### src/rtl/box_area_sequencer.sv
// box_area_sequencer: loads four serial 4-bit box coordinates, fires the box-area datapath
// once per box and returns area then perimeter on a valid/ready stream.
module box_area_sequencer #(
  parameter int TIMEOUT = 15
) (
  input  logic       clk,
  input  logic       rst_n,
  input  logic       clr,
  input  logic       in_valid,
  output logic       in_ready,
  input  logic [3:0] in_data,
  output logic       out_valid,
  input  logic       out_ready,
  output logic [3:0] out_data,
  output logic       out_sel,
  output logic       busy,
  output logic       timeout_err,
  output logic [7:0] op_count
);
  typedef enum logic [2:0] {IDLE, LOAD, EXEC, SEND_M, SEND_N} state_t;
  localparam logic [8:0] TMO = 9'(TIMEOUT);
  state_t state, nxt;
  logic [3:0] ops [4];
  logic [3:0] m_r, n_r, m_w, n_w;
  logic [1:0] idx;
  logic [7:0] tcnt;
  logic in_acc, out_acc, tmo;
  VectorBoxArea u_dp (.a(ops[0]), .b(ops[1]), .c(ops[2]), .d(ops[3]), .m(m_w), .n(n_w));
  assign in_ready = state == IDLE || state == LOAD;
  assign out_valid = state == SEND_M || state == SEND_N;
  assign out_sel = state == SEND_N;
  assign out_data = state == SEND_M ? m_r : state == SEND_N ? n_r : 4'd0;
  assign busy = state != IDLE;
  assign in_acc = in_valid && in_ready;
  assign out_acc = out_valid && out_ready;
  // an accept in the cycle the count would expire wins over the timeout
  assign tmo = TMO != 9'd0 && state == LOAD && !in_acc && {1'b0, tcnt} + 9'd1 == TMO;
  always_comb begin
    nxt = state;
    case (state)
      IDLE:    nxt = in_acc ? LOAD : IDLE;
      LOAD:    nxt = tmo ? IDLE : (in_acc && idx == 2'd3) ? EXEC : LOAD;
      EXEC:    nxt = SEND_M;
      SEND_M:  nxt = out_acc ? SEND_N : SEND_M;
      SEND_N:  nxt = out_acc ? IDLE : SEND_N;
      default: nxt = IDLE;
    endcase
    if (clr) nxt = IDLE;
  end
  always_ff @(posedge clk) begin
    if (!rst_n) begin
      state <= IDLE;
      ops <= '{default: '0};
      m_r <= '0;
      n_r <= '0;
      idx <= '0;
      tcnt <= '0;
      timeout_err <= 1'b0;
      op_count <= '0;
    end else begin
      state <= nxt;
      timeout_err <= !clr && tmo;
      if (clr || tmo) begin
        ops <= '{default: '0};
        m_r <= '0;
        n_r <= '0;
        idx <= '0;
        tcnt <= '0;
      end else begin
        if (in_acc) begin
          ops[idx] <= in_data;
          idx <= idx + 2'd1;
          tcnt <= '0;
        end else if (state == LOAD) begin
          tcnt <= tcnt + 8'd1;
        end
        if (state == EXEC) begin
          m_r <= m_w;
          n_r <= n_w;
        end
        if (state == SEND_N && out_acc) op_count <= op_count + 8'd1;
      end
    end
  end
endmodule

// VectorBoxArea: combinational 4-bit box area and perimeter, truncated to 4 bits.
module VectorBoxArea (
  input  logic [3:0] a,
  input  logic [3:0] b,
  input  logic [3:0] c,
  input  logic [3:0] d,
  output logic [3:0] m,
  output logic [3:0] n
);
  logic [3:0] dx, dy;
  assign dx = c >= a ? c - a : a - c;
  assign dy = b >= d ? b - d : d - b;
  assign m = dx * dy;
  assign n = {dx[2:0], 1'b0} + {dy[2:0], 1'b0};
endmodule

### config.mk
export PLATFORM = sky130hd
export DESIGN_NAME = box_area_sequencer
export DESIGN_NICKNAME = d
export VERILOG_FILES = /design/src/rtl/box_area_sequencer.sv
export SDC_FILE = /design/constraint.sdc
export NUM_CORES = 1
export LEC_CHECK = 0
export BUFFER_PORTS_ARGS = -buffer_cell sky130_fd_sc_hd__buf_2
export CAP_MARGIN = 20
export CORE_MARGIN = 8
export CORE_UTILIZATION = 55
export DETAILED_ROUTE_END_ITERATION = 10
export MAX_ROUTING_LAYER = met4
export PLACE_DENSITY = 0.74
export SLEW_MARGIN = 40
export SYNTH_ARGS = -nofsm -noshare
export SYNTH_HDL_FRONTEND = slang
export SYNTH_HIERARCHICAL = 1
export SYNTH_SLANG_ARGS = --single-unit
### constraint.sdc
create_clock -name clk -period 11.15 [get_ports clk]
set_input_delay 1.6725 -clock clk [delete_from_list [all_inputs] [get_ports clk]]
set_output_delay 1.6725 -clock clk [all_outputs]
set_load 0.01 [all_outputs]
==> impl_metrics.json, run 1 <==
{
  "final.period_utilization_pct": 35.31,
  "wirelength_mm": 5.870,
  "cts_tree": "yes",
  "drv.max_cap_violation_count": 0,
  "grt_max_degree": 33,
  "slew_headroom_pct": 60.33,
  "area_growth_pct": 8.890,
  "die_w_um": 90.52,
  "leakage_uw": 0.001357,
  "worst-path-stages": 19,
  "arrival_ns": 4.16,
  "achievable-frequency_mhz": 254.0,
  "worst_slack_ns": 7.213,
  "post_synth.cell_area_avg_sq_um": 9.090,
  "postCtsHoldBufs": 0,
  "port_buffers": 25,
  "clk_path_buf_depth": 2,
  "ys_ff_latch": 46,
  "yosys.area.top_type_share_pct": 30.15,
  "ioPinCount": 26,
  "core_region_area_sq_mm": 0.005439,
  "async_flop_share_pct": 0,
  "criticalPathCategory": "reg -> reg",
  "netlist_instances": 336,
  "drtAntennaViolNets": 0,
  "timing.clock.skew_ns": 0.01386,
  "rsz0062_at_grt": "no",
  "first_pass_iteration_count_of_the_detailed_router": 4,
  "place_ws_ns": 7.256,
  "drtIter0Drc": 113,
  "final.setup.tns_ns": 0,
  "cts.repair.resized": 0,
  "clock_network_latency_to_the_later_pin_of_the_worst_skew_pair_ns": 0.31,
  "final.fill_count": 474,
  "powerDensity_mw_per_mm2": 103.2,
  "timing_max_transition_violations_final": 0,
  "grt_first_pass_wirelength_mm": 10.41,
  "post_synth_num_cell_types": 59,
  "grt_antenna_before_repair": 0,
  "worstSetupStartpointType": "register",
  "worstHoldPathCells": 2,
  "globalplace.congestion": 0.8341,
  "crit_chain": "ha_1 -> inv_1 -> fa_1 -> a21o_1 -> a21oi_1 -> o21bai_2 -> mux2i_2 -> inv_1 -> ha_1 -> ha_1 -> ha_1 -> ha_1 -> xor2_1 -> xnor2_1 -> xnor2_1 -> xnor2_1 -> xnor2_1 -> mux2i_1 -> nor3_1",
  "initial_standard_cell_utilization_of_the_core_pct": 56.15,
  "finalHoldViolations": 0,
  "cts.htree.levels": 2,
  "yosysMostFrequentCell": "sky130_fd_sc_hd__dfxtp_1",
  "total_gr_overflow": 0,
  "synth.cell_area_sq_mm": 0.003054,
  "avg_vias_per_cell": 5.418,
  "synth.net_count": 377,
  "tightest_slew_ns": 0.5951,
  "routedWlPerCell_um": 13.78,
  "synth_sequential_area_ratio_pct": 30.15,
  "clock_tree.root_cell": "sky130_fd_sc_hd__clkbuf_8",
  "num_antenna_cells": 0,
  "synth_flop_cell": "sky130_fd_sc_hd__dfxtp_1",
  "worstPathBufferInverterCount": 2,
  "grt_pass1_vias": 2323,
  "detailed_placement_wirelength_estimate_mm": 4.383,
  "worst_hold_class": "reg -> reg",
  "clock_sinks": 46,
  "synth_area_leader_cell": "sky130_fd_sc_hd__dfxtp_1",
  "crit_path_largest_cell_delay_ns": 0.41,
  "cp_data_required_time_ns": 11.37,
  "drc": 0,
  "cpLargestDelayFamily": "adder cells",
  "num-nets-final": 394,
  "synth_top_cells_by_area": "sky130_fd_sc_hd__dfxtp_1 (30%), sky130_fd_sc_hd__ha_1 (11%), sky130_fd_sc_hd__mux2i_1 (8.5%)",
  "track_usage_pct": 15.18,
  "vdd_drop_max_uv": 90.83,
  "synth_top_cells_by_count": "sky130_fd_sc_hd__dfxtp_1 (46), sky130_fd_sc_hd__nor3_1 (36), sky130_fd_sc_hd__inv_1 (32)",
  "period_minus_slack_ns": 3.937,
  "layout-drive-gt1-share_pct": 14.41,
  "synth_enable_flop_cells": 0,
  "path_max_fanout": 4,
  "worst_setup_hold_path_clk_slew_ns": 0.09,
  "ys_warn_count": 6,
  "tritoncts.num_buffers": 5,
  "most_frequent_cell_on_the_critical_path": "sky130_fd_sc_hd__ha_1",
  "run_status": "completed",
  "setup-violations-final": 0,
  "cp-end-kind": "register",
  "detailroute.via_count": 2308,
  "floorplan.die_area_sq_mm": 0.008194,
  "critical-path-slowest-cell": "sky130_fd_sc_hd__fa_1",
  "postCtsSetupBuffers": 0,
  "rows": 27,
  "path_depth_of_the_worst_reg2reg_path": 19,
  "die_height_um": 90.52
}
[report_power, final]
part	total (uW)	internal (uW)	switching (uW)
sequential	167	165	1.44
combinational	23.2	9.84	13.4
clock	153	95.6	57.6
[worst paths after layout]
| kind | start | end | slack, ns |
|---|---|---|---|
| worst min-delay path | n_r[0] | n_r[0] | 0.53 |
| worst min register to register | n_r[0] | n_r[0] | 0.53 |
| worst max register to register | ops[0] | m_r[3] | 7.21 |
| worst max-delay path | ops[0] | m_r[3] | 7.21 |
[cells by family (layout without fill, tap and decap cells)]
logic type / count (synthesis) / count (layout) / synth area share (%)
AO/OA/AOI/OAI: 38 / 38 / 8.849
AND/OR/NAND/NOR: 114 / 114 / 21.75
XOR/XNOR: 25 / 25 / 7.169
other: 1 / 1 / 0.1228
multiplexers: 30 / 30 / 10.16
adder cells (fa/ha/maj): 32 / 32 / 14.34
buffers and inverters: 50 / 68 / 7.456
flip-flops: 46 / 46 / 30.15
[state kept, by name, indices dropped and copies added (netlist names)]
name,count
tcnt,8
n_r,4
idx,2
ops,16
op_count,8
state,3
timeout_err,1
m_r,4
[cell usage in the layout, fill, tap and decap left out, drive strengths merged, types with 3 or more instances in the layout]
cell type / instances
a21oi: 11
nor3b: 3
buf: 27
nand2b: 6
and3: 3
xnor2: 16
nor2b: 5
and2: 12
dfxtp: 46
ha: 27
or3: 3
a22o: 4
nor2: 17
o21ai: 6
nand2: 7
inv: 32
o21bai: 3
clkbuf: 6
fa: 5
mux2i: 28
xor2: 9
nand3: 9
nor3: 37
[metal layers]
metal / up-vias / track usage, % / share of wire, % / wire (um)
li1: 1177 / - / - / -
met1: 1092 / 18.51 / 48 / 2842
met2: 35 / 24.54 / 47 / 2775
met3: 4 / 3.408 / 3.7 / 216
met4: 0 / 4.161 / 0.61 / 36
met5: - / - / 0 / 0
[final cells by class]
| class | count | area (sq um) | share of cell area [%] |
|---|---|---|---|
| flip-flops and latches | 46 | 920.9 | 27.69 |
| clock buffers | 6 | 82.58 | 2.483 |
| repair buffers | 27 | 140.1 | 4.214 |
| multi-input cells | 240 | 1908 | 57.37 |
| inverters | 33 | 123.9 | 3.725 |
| clock inverters | 2 | 60.06 | 1.806 |
| well taps | 72 | 90.09 | 2.709 |
[worst register-to-register path, delay by kind of cell (launching register included)]
kind / cells / cell delay [ns]
XOR/XNOR: 5 / 0.76
AND/OR/NAND/NOR: 1 / 0.12
adder cells (fa/ha/maj): 6 / 1.58
buffers and inverters: 2 / 0.14
flip-flops: 1 / 0.36
multiplexers: 2 / 0.36
AO/OA/AOI/OAI: 3 / 0.52
[per-stage QoR]
step | std cells | util [%] | power [uW] | hold slack, ns | area [sq um]
finish | 426 | 61.15 | 343.3 | 0.5257 | 3326
floorplan | 336 | - | 187.7 | 0.4969 | 3054
CTS | 426 | 61.15 | 346.4 | 0.5314 | 3326
global route | 426 | 61.15 | 353.8 | 0.5597 | 3326
detailed placement | 418 | 58.52 | 194.0 | 0.5172 | 3183
global placement | 418 | 58.48 | 193.2 | 0.5095 | 3181
(Power assumes the default switching activity.)
==> run 2, diff against run 1 <==
==> constraint.sdc (replaced) <==
create_clock -name clk -period 3.8 [get_ports clk]
set_input_delay 0.57 -clock clk [delete_from_list [all_inputs] [get_ports clk]]
set_output_delay 0.57 -clock clk [all_outputs]
set_load 0.01 [all_outputs]
==> impl_metrics.json, run 2 (same netlist as run 1, synthesis figures left out) <==
{
  "leakage_uw": 0.001355,
  "setup-violations-final": 0,
  "criticalPathCategory": "reg -> reg",
  "ioPinCount": 26,
  "num-nets-final": 402,
  "worstHoldPathCells": 2,
  "routedWlPerCell_um": 13.98,
  "port_buffers": 25,
  "avg_vias_per_cell": 5.329,
  "crit_chain": "inv_1 -> ha_2 -> inv_2 -> fa_2 -> a21o_1 -> a21oi_2 -> o21bai_2 -> mux2i_2 -> inv_1 -> ha_2 -> ha_4 -> ha_4 -> ha_2 -> xor2_1 -> xnor2_1 -> xnor2_1 -> xnor2_1 -> xnor2_1 -> mux2i_1 -> nor3_1",
  "top_regs": "ops (16), op_count (8), tcnt (8)",
  "finalHoldViolations": 0,
  "drc": 0,
  "timing_max_transition_violations_final": 0,
  "grt_first_pass_wirelength_mm": 10.15,
  "instances_no_fill": 432,
  "critical-path-slowest-cell": "sky130_fd_sc_hd__fa_2",
  "cp-end-kind": "register",
  "largest-register": "ops",
  "timing.hold.worst.start": "op_count[1]",
  "cp_data_required_time_ns": 4.01,
  "die_w_um": 90.52,
  "first_pass_iteration_count_of_the_detailed_router": 4,
  "largest_register_ff_count": 16,
  "worstSetupStartpointType": "register",
  "grt_pass1_vias": 2271,
  "path_max_fanout": 3,
  "core_region_area_sq_mm": 0.005439,
  "period_minus_slack_ns": 3.636,
  "run_status": "completed",
  "clock_tree.root_cell": "sky130_fd_sc_hd__clkbuf_8",
  "final.period_utilization_pct": 95.68,
  "grt_max_degree": 31,
  "finish.utilization_pct": 62.04,
  "postCtsHoldBufs": 0,
  "r2r_slack_ns": 0.16,
  "area_growth_pct": 10.49,
  "worst-path-stages": 20,
  "worstPathBufferInverterCount": 3,
  "arrival_ns": 3.85,
  "dp_cells": 422,
  "total_gr_overflow": 0,
  "hold_path_endpoint": "op_count[1]",
  "most_frequent_cell_on_the_critical_path": "sky130_fd_sc_hd__xnor2_1",
  "clock_network_latency_to_the_later_pin_of_the_worst_skew_pair_ns": 0.30,
  "final.fill_count": 473,
  "floorplan.die_area_sq_mm": 0.008194,
  "multiInputGateArea_sq_mm": 0.001956,
  "vdd_drop_max_uv": 230.8,
  "powerDensity_mw_per_mm2": 252.8,
  "track_usage_pct": 15.10,
  "critical_path.reg2reg.startpoint": "ops[8]",
  "tightest_slew_ns": 0.6443,
  "layout.cells.most_common": "sky130_fd_sc_hd__dfxtp_1",
  "regArea_sq_um": 922.1,
  "detailroute.via_count": 2302,
  "rows": 27,
  "fin_worst_hold_slack_ns": 0.5293,
  "cpLargestDelayFamily": "adder cells",
  "achievable-frequency_mhz": 275.0,
  "total_power_uw": 853.2,
  "initial_standard_cell_utilization_of_the_core_pct": 56.15,
  "detailed_placement_wirelength_estimate_mm": 4.490,
  "clk_path_buf_depth": 2,
  "drv.max_cap_violation_count": 0,
  "layout-drive-gt1-share_pct": 18.33,
  "tritoncts.num_buffers": 5,
  "worst_setup_hold_path_clk_slew_ns": 0.08,
  "clock_sinks": 46,
  "num_antenna_cells": 0,
  "crit_path_largest_cell_delay_ns": 0.36,
  "cts.htree.levels": 2,
  "drtIter0Drc": 83,
  "cts_tree": "yes",
  "grt_antenna_before_repair": 0,
  "timing.clock.skew_ns": 0.009367,
  "slew_headroom_pct": 57.05,
  "path_depth_of_the_worst_reg2reg_path": 20,
  "worst_hold_class": "reg -> reg",
  "globalplace.congestion": 0.8834,
  "drtAntennaViolNets": 0,
  "die_height_um": 90.52,
  "layout.cells.most_common_list": "sky130_fd_sc_hd__dfxtp_1 (45), sky130_fd_sc_hd__nor3_1 (36), sky130_fd_sc_hd__inv_1 (31)",
  "reg_to_reg_endpoint": "m_r[3]",
  "wirelength_mm": 6.039
}
-- run 2: power breakdown --
| part | total [uW] | leakage (uW) | internal [uW] | switching [uW] |
|---|---|---|---|---|
| Sequential | 489 | 0.000372 | 485 | 3.80 |
| Clock | 292 | 0.0000431 | 140 | 152 |
| Combinational | 72.0 | 0.000940 | 30.9 | 41.1 |
-- run 2: metrics by stage --
step | TNS [ns] | area (sq um) | setup slack, ns
2_1_floorplan | 0 | 3054 | 0.1377
3_3_place_gp | 0 | 3211 | 0.09740
3_5_place_dp | -0.03123 | 3213 | -0.03123
4_1_cts | 0 | 3302 | 0.05184
5_1_grt | -0.02411 | 3374 | -0.02411
6_report | 0 | 3374 | 0.1641
-- run 2: area by class of cell --
class | instances | share of cell area [%]
clock buffers | 6 | 2.447
inverters | 33 | 3.671
multi-input cells | 240 | 57.95
flip-flops and latches | 46 | 27.33
well taps | 72 | 2.670
repair buffers | 35 | 5.933
-- run 2: metal layers --
metal | GRT usage [%] | wire, um | up-vias
met2 | 24.60 | 2842 | 35
met4 | 3.329 | 49 | 0
li1 | - | - | 1186
met3 | 4.655 | 213 | 7
met5 | - | 0 | -
met1 | 17.78 | 2933 | 1074
-- run 2: worst register-to-register path, delay by kind of cell, from the launching register on --
family,cells,cell delay [ns]
buffers and inverters,3,0.16
adders and majority gates,6,1.34
muxes,2,0.29
AOI/OAI and AO/OA,3,0.50
and+or+nand+nor,1,0.16
DFF,1,0.33
xor gates and xnor gates,5,0.77
-- run 2: repair_timing --
action,4_1_cts,5_1_grt
pin swaps,0,11
buffers inserted,0,4
gates resized for setup,2,8
cloned,0,0
endpoints found under the setup margin,1,1
-- run 2: how the worst max path moves through the flow --
stage / start / endpoint / slack (ns)
2_1_floorplan: ops[8] / m_r[3] / 0.14
3_3_place_gp: ops[8] / m_r[3] / 0.1
3_5_place_dp: ops[8] / m_r[3] / -0.03
4_1_cts: ops[8] / m_r[3] / 0.05
5_1_grt: ops[8] / m_r[3] / -0.02
6_report: ops[8] / m_r[3] / 0.16
==> run 3, diff against run 2 <==
--- a/config.mk
+++ b/config.mk
@@ -11,9 +11,8 @@
 export CORE_UTILIZATION = 55
 export DETAILED_ROUTE_END_ITERATION = 10
 export MAX_ROUTING_LAYER = met4
-export PLACE_DENSITY = 0.74
+export PLACE_DENSITY = 0.75
 export SLEW_MARGIN = 40
 export SYNTH_ARGS = -nofsm -noshare
 export SYNTH_HDL_FRONTEND = slang
-export SYNTH_HIERARCHICAL = 1
 export SYNTH_SLANG_ARGS = --single-unit
==> impl_metrics.json, run 3 <==
{
  "run_status": "completed",
  "worst_slack_ns": 0.01642,
  "placed_cell_area_sq_mm": 0.003102,
  "async_flop_share_pct": 0,
  "criticalPathCategory": "reg -> reg",
  "clk_path_buf_depth": 2,
  "track_usage_pct": 16.66,
  "clock_sinks": 45,
  "cp_data_required_time_ns": 4.02,
  "tightest_slew_ns": 0.4396,
  "yosysMostFrequentCell": "sky130_fd_sc_hd__nor2_1",
  "worst_setup_hold_path_clk_slew_ns": 0.09,
  "num_antenna_cells": 0,
  "drc": 0,
  "detailroute.via_count": 2342,
  "timing.clock.skew_ns": 0.009418,
  "post_synth.cell_area_avg_sq_um": 8.346,
  "synth.cell_area_sq_mm": 0.002888,
  "synth.net_count": 386,
  "detailed_placement_wirelength_estimate_mm": 4.502,
  "synth_flop_cell": "sky130_fd_sc_hd__dfxtp_1",
  "die_w_um": 88.46,
  "largest_register_ff_count": 16,
  "floorplan.die_area_sq_mm": 0.007825,
  "crit_path_largest_cell_delay_ns": 0.37,
  "cts_tree": "yes",
  "synth_enable_flop_cells": 0,
  "core_region_area_sq_mm": 0.005075,
  "finalHoldViolations": 0,
  "slew_headroom_pct": 70.28,
  "drv.max_cap_violation_count": 0,
  "num-nets-final": 414,
  "final.period_utilization_pct": 99.57,
  "period_minus_slack_ns": 3.784,
  "crit_chain": "inv_2 -> ha_1 -> inv_2 -> fa_2 -> a211oi_2 -> o21bai_2 -> mux2i_2 -> nor2_4 -> ha_4 -> ha_4 -> ha_4 -> xor2_2 -> xnor2_2 -> a21boi_2 -> a211oi_2 -> xor2_1 -> xnor3_1 -> a211oi_2",
  "layout.cells.most_common_list": "sky130_fd_sc_hd__nor2_1 (53), sky130_fd_sc_hd__dfxtp_1 (43), sky130_fd_sc_hd__nand2_1 (28)",
  "critical-path-slowest-cell": "sky130_fd_sc_hd__fa_2",
  "initial_standard_cell_utilization_of_the_core_pct": 56.90,
  "port_buffers": 25,
  "worst_hold_class": "reg -> reg",
  "drtIter0Drc": 138,
  "netlist_instances": 346,
  "first_pass_iteration_count_of_the_detailed_router": 4,
  "worstSetupStartpointType": "register",
  "path_max_fanout": 3,
  "multiInputGateArea_sq_mm": 0.001936,
  "ys_warn_count": 0,
  "final.fill_count": 449,
  "powerDensity_mw_per_mm2": 259.1,
  "rsz0062_at_grt": "yes",
  "die_height_um": 88.46,
  "synth_top_cells_by_area": "sky130_fd_sc_hd__dfxtp_1 (31%), sky130_fd_sc_hd__ha_1 (12%), sky130_fd_sc_hd__nor2_1 (7.1%)",
  "final.setup.tns_ns": 0,
  "grt_pass1_vias": 2360,
  "routedWlPerCell_um": 13.41,
  "grt_antenna_before_repair": 0,
  "globalplace.congestion": 0.8561,
  "worstPathBufferInverterCount": 2,
  "achievable-frequency_mhz": 264.3,
  "regArea_sq_um": 903.4,
  "timing_max_transition_violations_final": 0,
  "setup-violations-final": 0,
  "ys_ff_latch": 45,
  "clock_tree.root_cell": "sky130_fd_sc_hd__clkbuf_8",
  "tritoncts.num_buffers": 5,
  "synth_top_cells_by_count": "sky130_fd_sc_hd__nor2_1 (55), sky130_fd_sc_hd__dfxtp_1 (45), sky130_fd_sc_hd__a21oi_1 (28), sky130_fd_sc_hd__nand2_1 (28), sky130_fd_sc_hd__ha_1 (27)",
  "grt_first_pass_wirelength_mm": 10.21,
  "post-route-cell-area_sq_mm": 0.003324,
  "layout-drive-gt1-share_pct": 22.13,
  "area_growth_pct": 15.12,
  "grt_max_degree": 27,
  "cp-end-kind": "register",
  "cts.htree.levels": 2,
  "layout.cells.most_common": "sky130_fd_sc_hd__nor2_1",
  "rows": 26,
  "fin_worst_hold_slack_ns": 0.4649,
  "total_gr_overflow": 0,
  "leakage_uw": 0.001352,
  "clock_network_latency_to_the_later_pin_of_the_worst_skew_pair_ns": 0.30,
  "largest-register": "ops",
  "drtAntennaViolNets": 0,
  "ioPinCount": 26,
  "yosys.area.top_type_share_pct": 31.20,
  "synth_area_leader_cell": "sky130_fd_sc_hd__dfxtp_1",
  "post_synth_num_cell_types": 57,
  "arrival_ns": 4.01,
  "synth_sequential_area_ratio_pct": 31.20,
  "wirelength_mm": 5.968,
  "place_ws_ns": -0.07749,
  "vdd_drop_max_uv": 230.6,
  "top_regs": "ops (16), op_count (8), tcnt (8)",
  "avg_vias_per_cell": 5.263,
  "postCtsHoldBufs": 0,
  "cpLargestDelayFamily": "adder cells"
}
==> run 3: changes by cell type in the layout (fill, tap and decap cells not counted), moves of 3 or more <==
| cell | change |
|---|---|
| sky130_fd_sc_hd__and3_1 | +3 |
| sky130_fd_sc_hd__inv_1 | -9 |
| sky130_fd_sc_hd__mux2i_1 | -19 |
| sky130_fd_sc_hd__nor3_1 | -35 |
| sky130_fd_sc_hd__a21oi_1 | +18 |
| sky130_fd_sc_hd__nand2_1 | +21 |
| sky130_fd_sc_hd__xnor2_1 | -7 |
| sky130_fd_sc_hd__and2_1 | -3 |
| sky130_fd_sc_hd__nor2_1 | +37 |
| sky130_fd_sc_hd__nor2b_1 | -3 |
| sky130_fd_sc_hd__a211oi_2 | +5 |
==> run 3: tightest hold or removal path: stages (launching register included) <==
cell	delay (ns)
sky130_fd_sc_hd__dfxtp_1	0.32
sky130_fd_sc_hd__nand2_1	0.05
sky130_fd_sc_hd__a21oi_1	0.05
==> run 3: power breakdown <==
| group | internal, uW | switching, uW | leakage, uW |
|---|---|---|---|
| Sequential | 475 | 3.45 | 0.000364 |
| Combinational | 33.4 | 42.7 | 0.000937 |
| Clock | 147 | 160 | 0.0000512 |
| Total | 655 | 206 | 0.00135 |
==> run 3: path summary, 6_finish.rpt <==
check / startpoint / endpoint / slack [ns] / depth (start not counted)
max: ops[4] / m_r[3] / 0.02 / 18
min: m_r[2] / m_r[2] / 0.46 / 2
min reg2reg: m_r[2] / m_r[2] / 0.46 / 2
max reg2reg: ops[4] / m_r[3] / 0.02 / 18
==> run 3: stage by stage <==
stage	total power, uW	util, %	instances
6_report	861.2	65.51	445
5_1_grt	902.2	65.51	445
4_1_cts	870.0	64.30	445
3_5_place_dp	560.3	61.12	435
3_3_place_gp	559.2	61.12	435
2_1_floorplan	538.8	-	346
==> run 3: layout make-up <==
| cell class | count | share of cell area, % |
|---|---|---|
| Timing Repair Buffer | 36 | 6.248 |
| Clock buffer | 6 | 2.484 |
| Inverter | 25 | 2.823 |
| Multi-Input combinational cell | 261 | 58.22 |
| Sequential cell | 45 | 27.17 |
| Clock inverter | 2 | 0.4140 |
| Tap cell | 70 | 2.635 |
==> run 3: timing repair <==
action                     in CTS  in global routing
pin swaps                      12                  9
resized for setup              13                 14
buffers inserted                2                  0
setup endpoints to repair       1                  1
cloned                          0                  0
==> run 3: layer usage <==
layer  vias to the layer above  share of wire [%]  GRT usage [%]
met3                         9                2.2          2.878
met1                      1090                 44          18.10
met4                         0                1.6          6.759
li1                       1209                  -              -
met5                         -                  0              -
met2                        34                 52          29.33
==> run 3: cells by family (layout without fill, tap and decap cells) <==
kind of cell,Yosys count,count (layout),synth area share [%]
multiplexers,9,9,3.163
flip-flops,45,45,31.20
AND/OR/NAND/NOR,133,133,21.97
AO/OA/AOI/OAI,65,65,15.16
XOR/XNOR,23,23,8.059
buffers and inverters,40,69,5.979
adder cells (fa/ha/maj),31,31,14.47
